==> src/rtl/vga_pattern_sequencer.sv <==
// Frame-synchronous test-pattern mode sequencer for the VGA pixel datapath.
// Arbitrates direct-select, step and auto-cycle requests; commits only at vertical sync.
module vga_pattern_sequencer #(
    parameter int unsigned NUM_MODES     = 4,
    parameter int unsigned MODE_W        = 2,
    parameter int unsigned DWELL_FRAMES  = 60,
    parameter bit          VS_ACTIVE_LOW = 1'b1
) (
    input  logic              clk,
    input  logic              rst,
    input  logic              v_sync,
    input  logic              disp_vld,
    input  logic              auto_en,
    input  logic              next_req,
    input  logic              sel_req,
    input  logic [MODE_W-1:0] sel_mode,
    output logic [MODE_W-1:0] mode,
    output logic              mode_vld,
    output logic              cfg_busy,
    output logic [15:0]       frame_cnt,
    output logic              err_sticky
);

    localparam int unsigned FCNT_W  = 16;
    localparam int unsigned DWELL_W = 16;
    localparam logic [MODE_W-1:0]  LAST_MODE  = MODE_W'(NUM_MODES - 1);
    localparam logic [DWELL_W-1:0] DWELL_LAST = DWELL_W'(DWELL_FRAMES - 1);

    typedef enum logic [1:0] {
        IDLE  = 2'd0,
        PEND  = 2'd1,
        APPLY = 2'd2
    } state_e;

    state_e              state_q;
    logic [MODE_W-1:0]   mode_q;
    logic [MODE_W-1:0]   tgt_q;
    logic                pend_q;
    logic                mode_vld_q;
    logic                cfg_busy_q;
    logic                err_q;
    logic                vs_d_q;
    logic [FCNT_W-1:0]   frame_cnt_q;
    logic [FCNT_W-1:0]   frame_cnt_d;
    logic [DWELL_W-1:0]  dwell_q;
    logic [DWELL_W-1:0]  dwell_d;

    logic                vs_act;
    logic                frame_tick;
    logic                sel_valid;
    logic                sel_bad;
    logic                auto_exp;
    logic                commit;
    logic                req_any;
    logic [MODE_W-1:0]   succ_mode;
    logic [MODE_W-1:0]   req_tgt;
    logic [MODE_W-1:0]   commit_mode;
    logic                apply_pend;

    // Sync edge detection and request resolution (sel > next > auto expiry)
    always_comb begin
        vs_act      = v_sync ^ VS_ACTIVE_LOW;
        frame_tick  = vs_act & ~vs_d_q;
        sel_valid   = sel_req && (32'(sel_mode) < NUM_MODES);
        sel_bad     = sel_req && !sel_valid;
        auto_exp    = auto_en && (state_q == IDLE) && frame_tick && (dwell_q == DWELL_LAST);
        commit      = (state_q == PEND) && frame_tick;
        succ_mode   = (mode_q == LAST_MODE) ? '0 : mode_q + MODE_W'(1);
        req_any     = sel_valid | next_req | auto_exp;
        req_tgt     = sel_valid ? sel_mode : succ_mode;
        commit_mode = sel_valid ? sel_mode : tgt_q;
        apply_pend  = pend_q | req_any;
    end

    // Frame counter and auto-cycle dwell counter
    always_comb begin
        frame_cnt_d = frame_cnt_q;
        if (frame_tick) begin
            frame_cnt_d = frame_cnt_q + FCNT_W'(1);
        end
        dwell_d = dwell_q;
        if (!auto_en || commit) begin
            dwell_d = '0;
        end else if ((state_q == IDLE) && frame_tick) begin
            dwell_d = (dwell_q == DWELL_LAST) ? '0 : dwell_q + DWELL_W'(1);
        end
    end

    always_ff @(posedge clk) begin
        if (rst) begin
            state_q     <= IDLE;
            mode_q      <= '0;
            tgt_q       <= '0;
            pend_q      <= 1'b0;
            mode_vld_q  <= 1'b0;
            cfg_busy_q  <= 1'b0;
            err_q       <= 1'b0;
            vs_d_q      <= 1'b0;
            frame_cnt_q <= '0;
            dwell_q     <= '0;
        end else begin
            vs_d_q      <= vs_act;
            frame_cnt_q <= frame_cnt_d;
            dwell_q     <= dwell_d;
            mode_vld_q  <= 1'b0;
            if (sel_bad) begin
                err_q <= 1'b1;
            end
            unique case (state_q)
                IDLE: begin
                    if (req_any) begin
                        tgt_q      <= req_tgt;
                        state_q    <= PEND;
                        cfg_busy_q <= 1'b1;
                    end
                end
                PEND: begin
                    if (commit) begin
                        mode_q     <= commit_mode;
                        mode_vld_q <= 1'b1;
                        state_q    <= APPLY;
                    end else if (sel_valid) begin
                        tgt_q <= sel_mode;
                    end
                end
                APPLY: begin
                    // Requests seen during the sync pulse are held until it ends
                    if (req_any) begin
                        tgt_q <= req_tgt;
                    end
                    if (!vs_act) begin
                        state_q    <= apply_pend ? PEND : IDLE;
                        cfg_busy_q <= apply_pend;
                        pend_q     <= 1'b0;
                    end else if (req_any) begin
                        pend_q <= 1'b1;
                    end
                end
                default: begin
                    state_q    <= IDLE;
                    cfg_busy_q <= 1'b0;
                    pend_q     <= 1'b0;
                end
            endcase
        end
    end

    assign mode       = mode_q;
    assign mode_vld   = mode_vld_q;
    assign cfg_busy   = cfg_busy_q;
    assign frame_cnt  = frame_cnt_q;
    assign err_sticky = err_q;

    // A frame boundary inside active video means the timing core is broken
    a_no_tick_in_active: assert property (@(posedge clk) disable iff (rst) !(frame_tick && disp_vld));

endmodule

==> config.mk <==
export PLATFORM = sky130hd
export DESIGN_NAME = vga_pattern_sequencer
export DESIGN_NICKNAME = d
export VERILOG_FILES = /design/src/rtl/vga_pattern_sequencer.sv
export SDC_FILE = /design/constraint.sdc
export NUM_CORES = 1
export LEC_CHECK = 0
export BUFFER_PORTS_ARGS = -buffer_cell sky130_fd_sc_hd__buf_2
export CAP_MARGIN = 20
export CORE_MARGIN = 5
export CORE_UTILIZATION = 60
export DETAILED_ROUTE_END_ITERATION = 10
export PLACE_DENSITY = 0.89
export SLEW_MARGIN = 25
export SYNTH_ARGS = -nofsm -noshare
export SYNTH_HDL_FRONTEND = slang
export SYNTH_SLANG_ARGS = --single-unit
==> constraint.sdc <==
create_clock -name clk -period 2.5 [get_ports clk]
set_input_delay 0.375 -clock clk [delete_from_list [all_inputs] [get_ports clk]]
set_output_delay 0.375 -clock clk [all_outputs]
set_load 0.02 [all_outputs]
After elaboration in Yosys (flattened, before gate mapping)

Cells that the tools add are included.

Multiplexer cells: 18
Bitwise operators: 8
Magnitude comparators: 0
Reductions and logical operators: 18
Shift operators: 0
Equality and inequality tests: 10
$add $sub $neg: 3
Multiply operators: 0
Div/mod/pow operators: 0

Operators by type and width:

| kind                                                  | count |
|---|---|
| adder 16 x 1 -> 16 bit, second input constant         | 2 |
| equality test 16 x 6 -> 1 bit, second input constant  | 1 |
| two-way mux 16 bit                                    | 1 |
| two-way mux 2 bit                                     | 8 |
| AND reduction 3 bit                                   | 3 |
| inequality test 2 bit, second input constant          | 4 |
| OR reduction 2 bit                                    | 4 |
| one-hot mux 2 bit (3 select lines)                    | 1 |
| logical AND 1 bit                                     | 5 |
| two-way mux 1 bit                                     | 5 |
| equality test 2 bit, second input constant            | 2 |
| inverter 1 bit                                        | 4 |
| one-hot mux 2 bit (2 select lines)                    | 1 |
| AND reduction 2 bit                                   | 2 |
| inequality test 3 bit, second input constant          | 1 |
| bitwise OR 1 bit                                      | 3 |
| one-hot mux 1 bit (3 select lines)                    | 1 |
| adder 2 x 1 -> 2 bit, second input constant           | 1 |
| equality test 2 x 1 -> 1 bit, second input constant   | 1 |
| zero test 2 bit                                       | 1 |
| inequality test 2 x 1 -> 1 bit, second input constant | 1 |
| one-hot mux 1 bit (2 select lines)                    | 1 |
| nonzero test 2 bit                                    | 1 |
| AND 1 bit                                             | 1 |
| other kinds (2)                                       | 2 |

Output and inout bits: 21
RAM bits: 0
Latch bits: 0
Memories: 0
Input port bits: 9
ROM bits: 0
Register bits after elaboration: 42

Logic depth before layout (Yosys ltp)

Gate-level depths: netlist (run 1).

Word-level depth: 9
Gate-level depth with buffers: 8
Gate-level depth less buffers: 6

Worst setup path before layout (run 1)

Ideal clock, no wire load.

Path kind: reg2reg
From: reg state_q[1]
To: reg dwell_q[0]
Path buffers: 3
Setup slack: 792 ps
Arrival time: 1593 ps
Setup time: 115 ps
Stages on the path, launching flop included: 9
Data required time: 2385 ps
Cell sequence: dfxtp_1 buf_6 nor4_4 nand3_2 nor2_1 or4_1 buf_6 buf_8 nor2_1

Word-level cells in the longest chain between the ends: 4

RTL lines:

| what                                | line | source |
|---|---|---|
| from (decl)                         | 35   | `state_e state_q;` |
| from (signal assigned)              | 132  | `state_q <= apply_pend ? PEND : IDLE;` |
| equality test 2 x 1 -> 1 bit        | 67   | `commit = (state_q == PEND) && frame_tick;` |
| logical AND 1 bit                   | 67   |  |
| logical OR 1 bit                    | 82   | `if (!auto_en \|\| commit) begin` |
| OR reduction 2 bit (no source line) | n/a  |  |
| to (signal assigned)                | 104  | `dwell_q <= dwell_d;` |
| to (decl)                           | 45   | `logic [DWELL_W-1:0] dwell_q;` |

Several ways; a longest one is shown, not always the timed one.
A chain may end at the register's enable or synchronous reset.

Worst setup path in the final report (run 1)

From: reg state_q[0]
To: reg dwell_q[8]

Same word-level chain as after synthesis.

==> results of run 1 <==
-- kinds of logic after synthesis --
logic type / count (synthesis)
AO/OA/AOI/OAI: 30
XOR/XNOR: 25
adder cells (fa/ha/maj): 3
buffers and inverters: 16
flip-flops: 42
multiplexers: 5
other: 1
AND/OR/NAND/NOR: 104
-- worst register-to-register path, delay by kind of cell (launching register included) --
kind | cells | cell delay [ns]
simple gates | 4 | 1.31
flops | 1 | 0.58
-- layout by cell type (no fill, tap or decap), types with 2 or more instances in the layout --
cell type,n
nor2_2,2
or3_1,5
a211oi_1,3
nand2b_1,2
clkbuf_4,5
buf_2,27
nor3_1,8
ha_1,3
nor2_1,35
nor2b_1,3
and4_1,4
dfxtp_1,42
xor2_1,14
o41ai_1,2
inv_1,5
nor3_2,2
nor4_1,3
mux2i_1,4
nand2_1,13
a21oi_1,9
o21a_1,2
nand4_1,6
nand3_2,2
xnor2_1,11
and3_1,5
nand3_1,8
o21ai_0,9
-- metrics by stage --
step,util,instance area [µm²]
final,0.666,2190
after global placement,0.648,2130
after detailed placement,0.648,2130
after floorplan,-,2010
after global routing,0.666,2190
after CTS,0.666,2190
-- final cells by class --
| class | instances | area [µm²] | area share |
|---|---|---|---|
| multi-input combinational | 168 | 1070 | 0.488 |
| sequential | 42 | 841 | 0.384 |
| timing repair buffer | 28 | 143 | 0.0652 |
| tap | 46 | 57.6 | 0.0263 |
| clock buffer | 7 | 55.1 | 0.0252 |
| inverter | 5 | 18.8 | 0.00858 |
| clock inverter | 1 | 5.00 | 0.00229 |
-- power by group --
part | internal, mW | switching [mW] | total (mW)
logic | 0.0432 | 0.0655 | 0.109
registers | 0.685 | 0.0207 | 0.706
clock network | 0.136 | 0.212 | 0.349
total | 0.865 | 0.299 | 1.16
-- worst paths after layout --
kind | depth (start not counted) | slack [ns] | from | endpoint
hold / removal | 2 | 0.36 | v_sync | mode_vld
setup / recovery | 4 | 0.48 | state_q[0] | dwell_q[8]
setup reg to reg | 4 | 0.48 | state_q[0] | dwell_q[8]
hold reg to reg | 2 | 0.49 | tgt_q[1] | tgt_q[1]
-- state kept, by name, indices dropped and copies added (netlist names) --
name and cells:
cfg_busy 1, dwell_q 16, frame_cnt 16, mode 2
mode_vld 1, pend_q 1, state_q 2, tgt_q 2
vs_d_q 1
-- routing by layer --
layer  GRT usage  wire length, µm  vias to the layer above
met3      0.0443              176                        9
met2       0.321             1720                       27
li1            -                -                      835
met1       0.212             1680                      745
met5           0                0                        -
met4      0.0844               68                        0
==> results_dict.tcl, run 1 <==
set metrics [dict create \
    status "finished, final reports clean" \
    die_w_um 67.9 \
    yosys.area_share.simple 0.279 \
    synth_top_area_share 0.418 \
    wl_per_cell_um 12.3 \
    yosysTopAreaCell "dfxtp_1" \
    post_cts_buffers 0 \
    fmax_mhz 495 \
    cts_tree "yes" \
    drtAntennaViolNets 0 \
    crit_family "simple AND/OR/NAND/NOR gates" \
    synth_xor_area_frac 0.109 \
    critical_path_class "reg -> reg" \
    synth_area_mm2 0.00201 \
    start_kind "flop" \
    synth-adder-area-share 0.0187 \
    hp-class "in -> reg" \
    setup_violations 0 \
    cap_viol_max_count 0 \
    crit_chain "nand2b_1 > nor3_1 > or4_1 > nor2_1" \
    synth_edf_count 0 \
    setup_ws_ns 0.480 \
    dr.pass1.iters 4 \
    clock_sinks 42 \
    synth_top_family_by_area "simple AND/OR/NAND/NOR gates" \
    slew_viol_final 0 \
    period_minus_slack_ns 2.02 \
    cts_buffer_depth 2 \
    syn_nets 238 \
    antenna_found_initial 0 \
    yosysWarnings 0 \
    nFillCells 287 \
    viasPerCell 5.44 \
    worstSetupEndpointType "flop" \
    synthMuxAreaShare 0.0255 \
    num_vias 1616 \
    place.gp.congestion 0.789 \
    root_buffer "clkbuf_4" \
    synth.distinct_cells 43 \
    worst_pin_slew_ns 0.539 \
    synth_area_leaders "dfxtp_1 (42%), nor2_1 (6.5%), xor2_1 (6.1%), xnor2_1 (4.8%), nand2_1 (2.4%)" \
    hpwl_mm 2.61 \
    cp_max_fo 16 \
    postCtsHoldBufs 0 \
    avgSynthCellArea_um2 8.90 \
    synth-main-ff-cell "dfxtp_1" \
    layout.nets 262 \
    ys_top_cells_by_count "dfxtp_1 (42), nor2_1 (35), xor2_1 (14)" \
    yosysMostFrequentCell "dfxtp_1" \
    critPathSlowestCell "dfxtp_1" \
    antenna_cells 0 \
    io_buffer_count 27 \
    maxSlewHeadroom 0.638 \
    syn_inst 226 \
    dpl_worst_slack_ns 0.502 \
    ctsResizeCount 0 \
    async_flop_share 0 \
    fin_crit_sh 0.808 \
    powerDensity_mw_per_mm2 532 \
    design.core.area_mm2 0.00328 \
    die_area_mm2 0.00461 \
    drt_iter0_markers 101 \
    syn_to_final_growth_pct 8.84 \
    grt-ovfl-total 0 \
    worst_clock_skew_ns 0.0180 \
    wl_mm 3.65 \
    floorplan.initialDensity 0.612 \
    grt.total_usage 0.184 \
    rsz0062_at_grt "false" \
    grt_pass1_wl_mm 6.46 \
    instances_no_fill 297 \
    cpPeakStageDelay_ns 0.58 \
    dp.cells 289 \
    leakagePower_nw 0.846 \
    grt_max_degree 29 \
    clkLatencyLatePin_ns 0.36 \
    p_total_mw 1.16 \
    yosysSeqAreaShare 0.418 \
    rows 21 \
    drive_gt1_frac 0.179 \
    grt_pass1_vias 1551 \
    path_clk_slew_ns 0.11 \
    drc 0 \
    critPathArrivalTime_ns 2.25 \
    synth-seq-cells 42 \
    hold_viol_final 0 \
    tns_ns 0 \
    vdd_drop_max_v 0.000400 \
    synth_compound_area_frac 0.0977 \
    fin_hold_ws_ns 0.356 \
    cts_buffers 5 \
    die_h_um 67.9 \
    ios 30 \
    cts_max_level 2 \
    cp.buffers_inverters 0 \
    cp.required_ns 2.73 \
]
Note: power is estimated with default switching activity, not from simulation.
==> inputs of run 2 (changes only) <==
--- a/config.mk
+++ b/config.mk
@@ -8,9 +8,9 @@
 export BUFFER_PORTS_ARGS = -buffer_cell sky130_fd_sc_hd__buf_2
 export CAP_MARGIN = 20
 export CORE_MARGIN = 5
-export CORE_UTILIZATION = 60
+export CORE_UTILIZATION = 56
 export DETAILED_ROUTE_END_ITERATION = 10
-export PLACE_DENSITY = 0.89
+export PLACE_DENSITY = 0.85
 export SLEW_MARGIN = 25
 export SYNTH_ARGS = -nofsm -noshare
 export SYNTH_HDL_FRONTEND = slang
==> constraint.sdc (replaced) <==
create_clock -name clk -period 2.1 [get_ports clk]
set_input_delay 0.315 -clock clk [delete_from_list [all_inputs] [get_ports clk]]
set_output_delay 0.315 -clock clk [all_outputs]
set_load 0.02 [all_outputs]
==> run 2 against run 1 <==
  * Sequential share of layout area decreased by 0.56 points
  * Fmax increased by 17%
  * Critical endpoint is now dwell_q[2]
  * Critical path depth increased by 1
==> results_dict.tcl, run 2 (same netlist as run 1, synthesis figures left out) <==
set metrics [dict create \
    status "finished, final reports clean" \
    grt-ovfl-total 0 \
    r2r_cells 5 \
    die_h_um 69.9 \
    wl_met2_mm 1.79 \
    mostFrequentLayoutCells "dfxtp_1 (42), nor2_1 (35), buf_2 (27), xor2_1 (14), nand2_1 (13)" \
    cap_viol_max_count 0 \
    cts_buffers 5 \
    worstSetupEndpointType "flop" \
    design.core.area_mm2 0.00342 \
    dr.pass1.iters 4 \
    num_vias 1654 \
    layout.nets 266 \
    die_w_um 69.9 \
    dpl_worst_slack_ns 0.201 \
    antenna_cells 0 \
    worst_clock_skew_ns 0.0182 \
    grt_pass1_wl_mm 6.52 \
    grt_pass1_vias 1515 \
    tns_ns 0 \
    rows 21 \
    grt_max_degree 28 \
    hp-class "in -> reg" \
    reg2reg_slack_ns 0.37 \
    antenna_found_initial 0 \
    start_kind "flop" \
    met3_wirelength_um 158 \
    viasPerCell 5.50 \
    setup_violations 0 \
    place.gp.congestion 0.781 \
    die_area_mm2 0.00489 \
    root_buffer "clkbuf_4" \
    m1WireLength_mm 1.62 \
    cts_max_level 2 \
    ios 30 \
    drtAntennaViolNets 0 \
    r2r-start "state_q[0]" \
    cp.required_ns 2.39 \
    hpwl_mm 2.68 \
    setup_ws_ns 0.369 \
    syn_to_final_growth_pct 10.5 \
    drive_gt1_frac 0.200 \
    postCtsHoldBufs 0 \
    post_cts_buffers 0 \
    vdd_drop_max_v 0.000368 \
    cts_buffer_depth 2 \
    hold_path_end "mode[0]" \
    floorplan.initialDensity 0.589 \
    wl_mm 3.63 \
    clock_sinks 42 \
    highest_layer "met4" \
    clkLatencyLatePin_ns 0.37 \
    min_path_cells 3 \
    hold_path_startpoint "sel_mode[0]" \
    powerDensity_mw_per_mm2 621 \
    cts_tree "yes" \
    drt_iter0_markers 92 \
    hold_viol_final 0 \
    layout_commonest_cell "dfxtp_1" \
    critical_path_class "reg -> reg" \
    wl_per_cell_um 12.1 \
    final_util 0.650 \
    path_clk_slew_ns 0.13 \
    grt.total_usage 0.159 \
    nFillCells 286 \
    drc 0 \
    leakagePower_nw 0.863 \
    rsz0062_at_grt "false" \
    fin_crit_sh 0.824 \
    period_minus_slack_ns 1.73 \
    r2r-end "dwell_q[2]" \
    fmax_mhz 578 \
    io_buffer_count 27 \
    critPathArrivalTime_ns 2.03 \
    slew_viol_final 0 \
    cp_max_fo 16 \
]
==> run 2: through the flow <==
stage	std cells	hold WS [ns]	instance area, µm²	total power, mW
after floorplan	226	0.453	2010	0.963
after global placement	293	0.467	2160	0.987
after detailed placement	293	0.474	2160	0.992
after CTS	301	0.281	2220	1.40
after global routing	301	0.303	2220	1.45
final	301	0.291	2220	1.38
==> run 2: worst max-delay path by stage <==
stage | cells past startpoint | slack (ns) | to | start
after floorplan | 8 | 0.39 | dwell_q[10] | state_q[1]
after global routing | 5 | 0.23 | dwell_q[15] | state_q[0]
after detailed placement | 5 | 0.20 | dwell_q[13] | state_q[0]
final | 5 | 0.37 | dwell_q[2] | state_q[0]
after CTS | 5 | 0.16 | dwell_q[2] | state_q[0]
after global placement | 5 | 0.24 | dwell_q[9] | state_q[0]
==> run 2: area by class of cell <==
| cell class | instances | area (µm²) | area share |
|---|---|---|---|
| Sequential cell | 42 | 841 | 0.379 |
| Inverter | 5 | 18.8 | 0.00845 |
| Tap cell | 46 | 57.6 | 0.0259 |
| Multi-Input combinational cell | 168 | 1070 | 0.483 |
| Clock inverter | 3 | 21.3 | 0.00958 |
| Clock buffer | 5 | 37.5 | 0.0169 |
| Timing Repair Buffer | 32 | 173 | 0.0777 |
==> run 2: layer usage <==
layer  GRT usage  up-vias
met5           0        -
met4      0.0596        0
met3      0.0387       10
met2       0.279       20
met1       0.187      781
li1            -      843
==> run 2: worst max-delay path, cell delays in order, from the launching register on <==
cell and delay, ns:
dfxtp_1 0.60, nor4_4 0.12, nand3_2 0.14, nor2_1 0.06, or4_4 0.60, nor2_1 0.13
==> run 2: what timing repair did <==
| action | CTS | global route |
|---|---|---|
| setup endpoints to repair | 0 | 1 |
| resized for setup | 0 | 1 |
| hold endpoints to repair | 0 | 0 |
==> run 2: where the power goes <==
part | switching (mW) | internal, mW
Sequential | 0.0247 | 0.816
Clock | 0.274 | 0.130
Combinational | 0.0779 | 0.0565
Total | 0.376 | 1.00
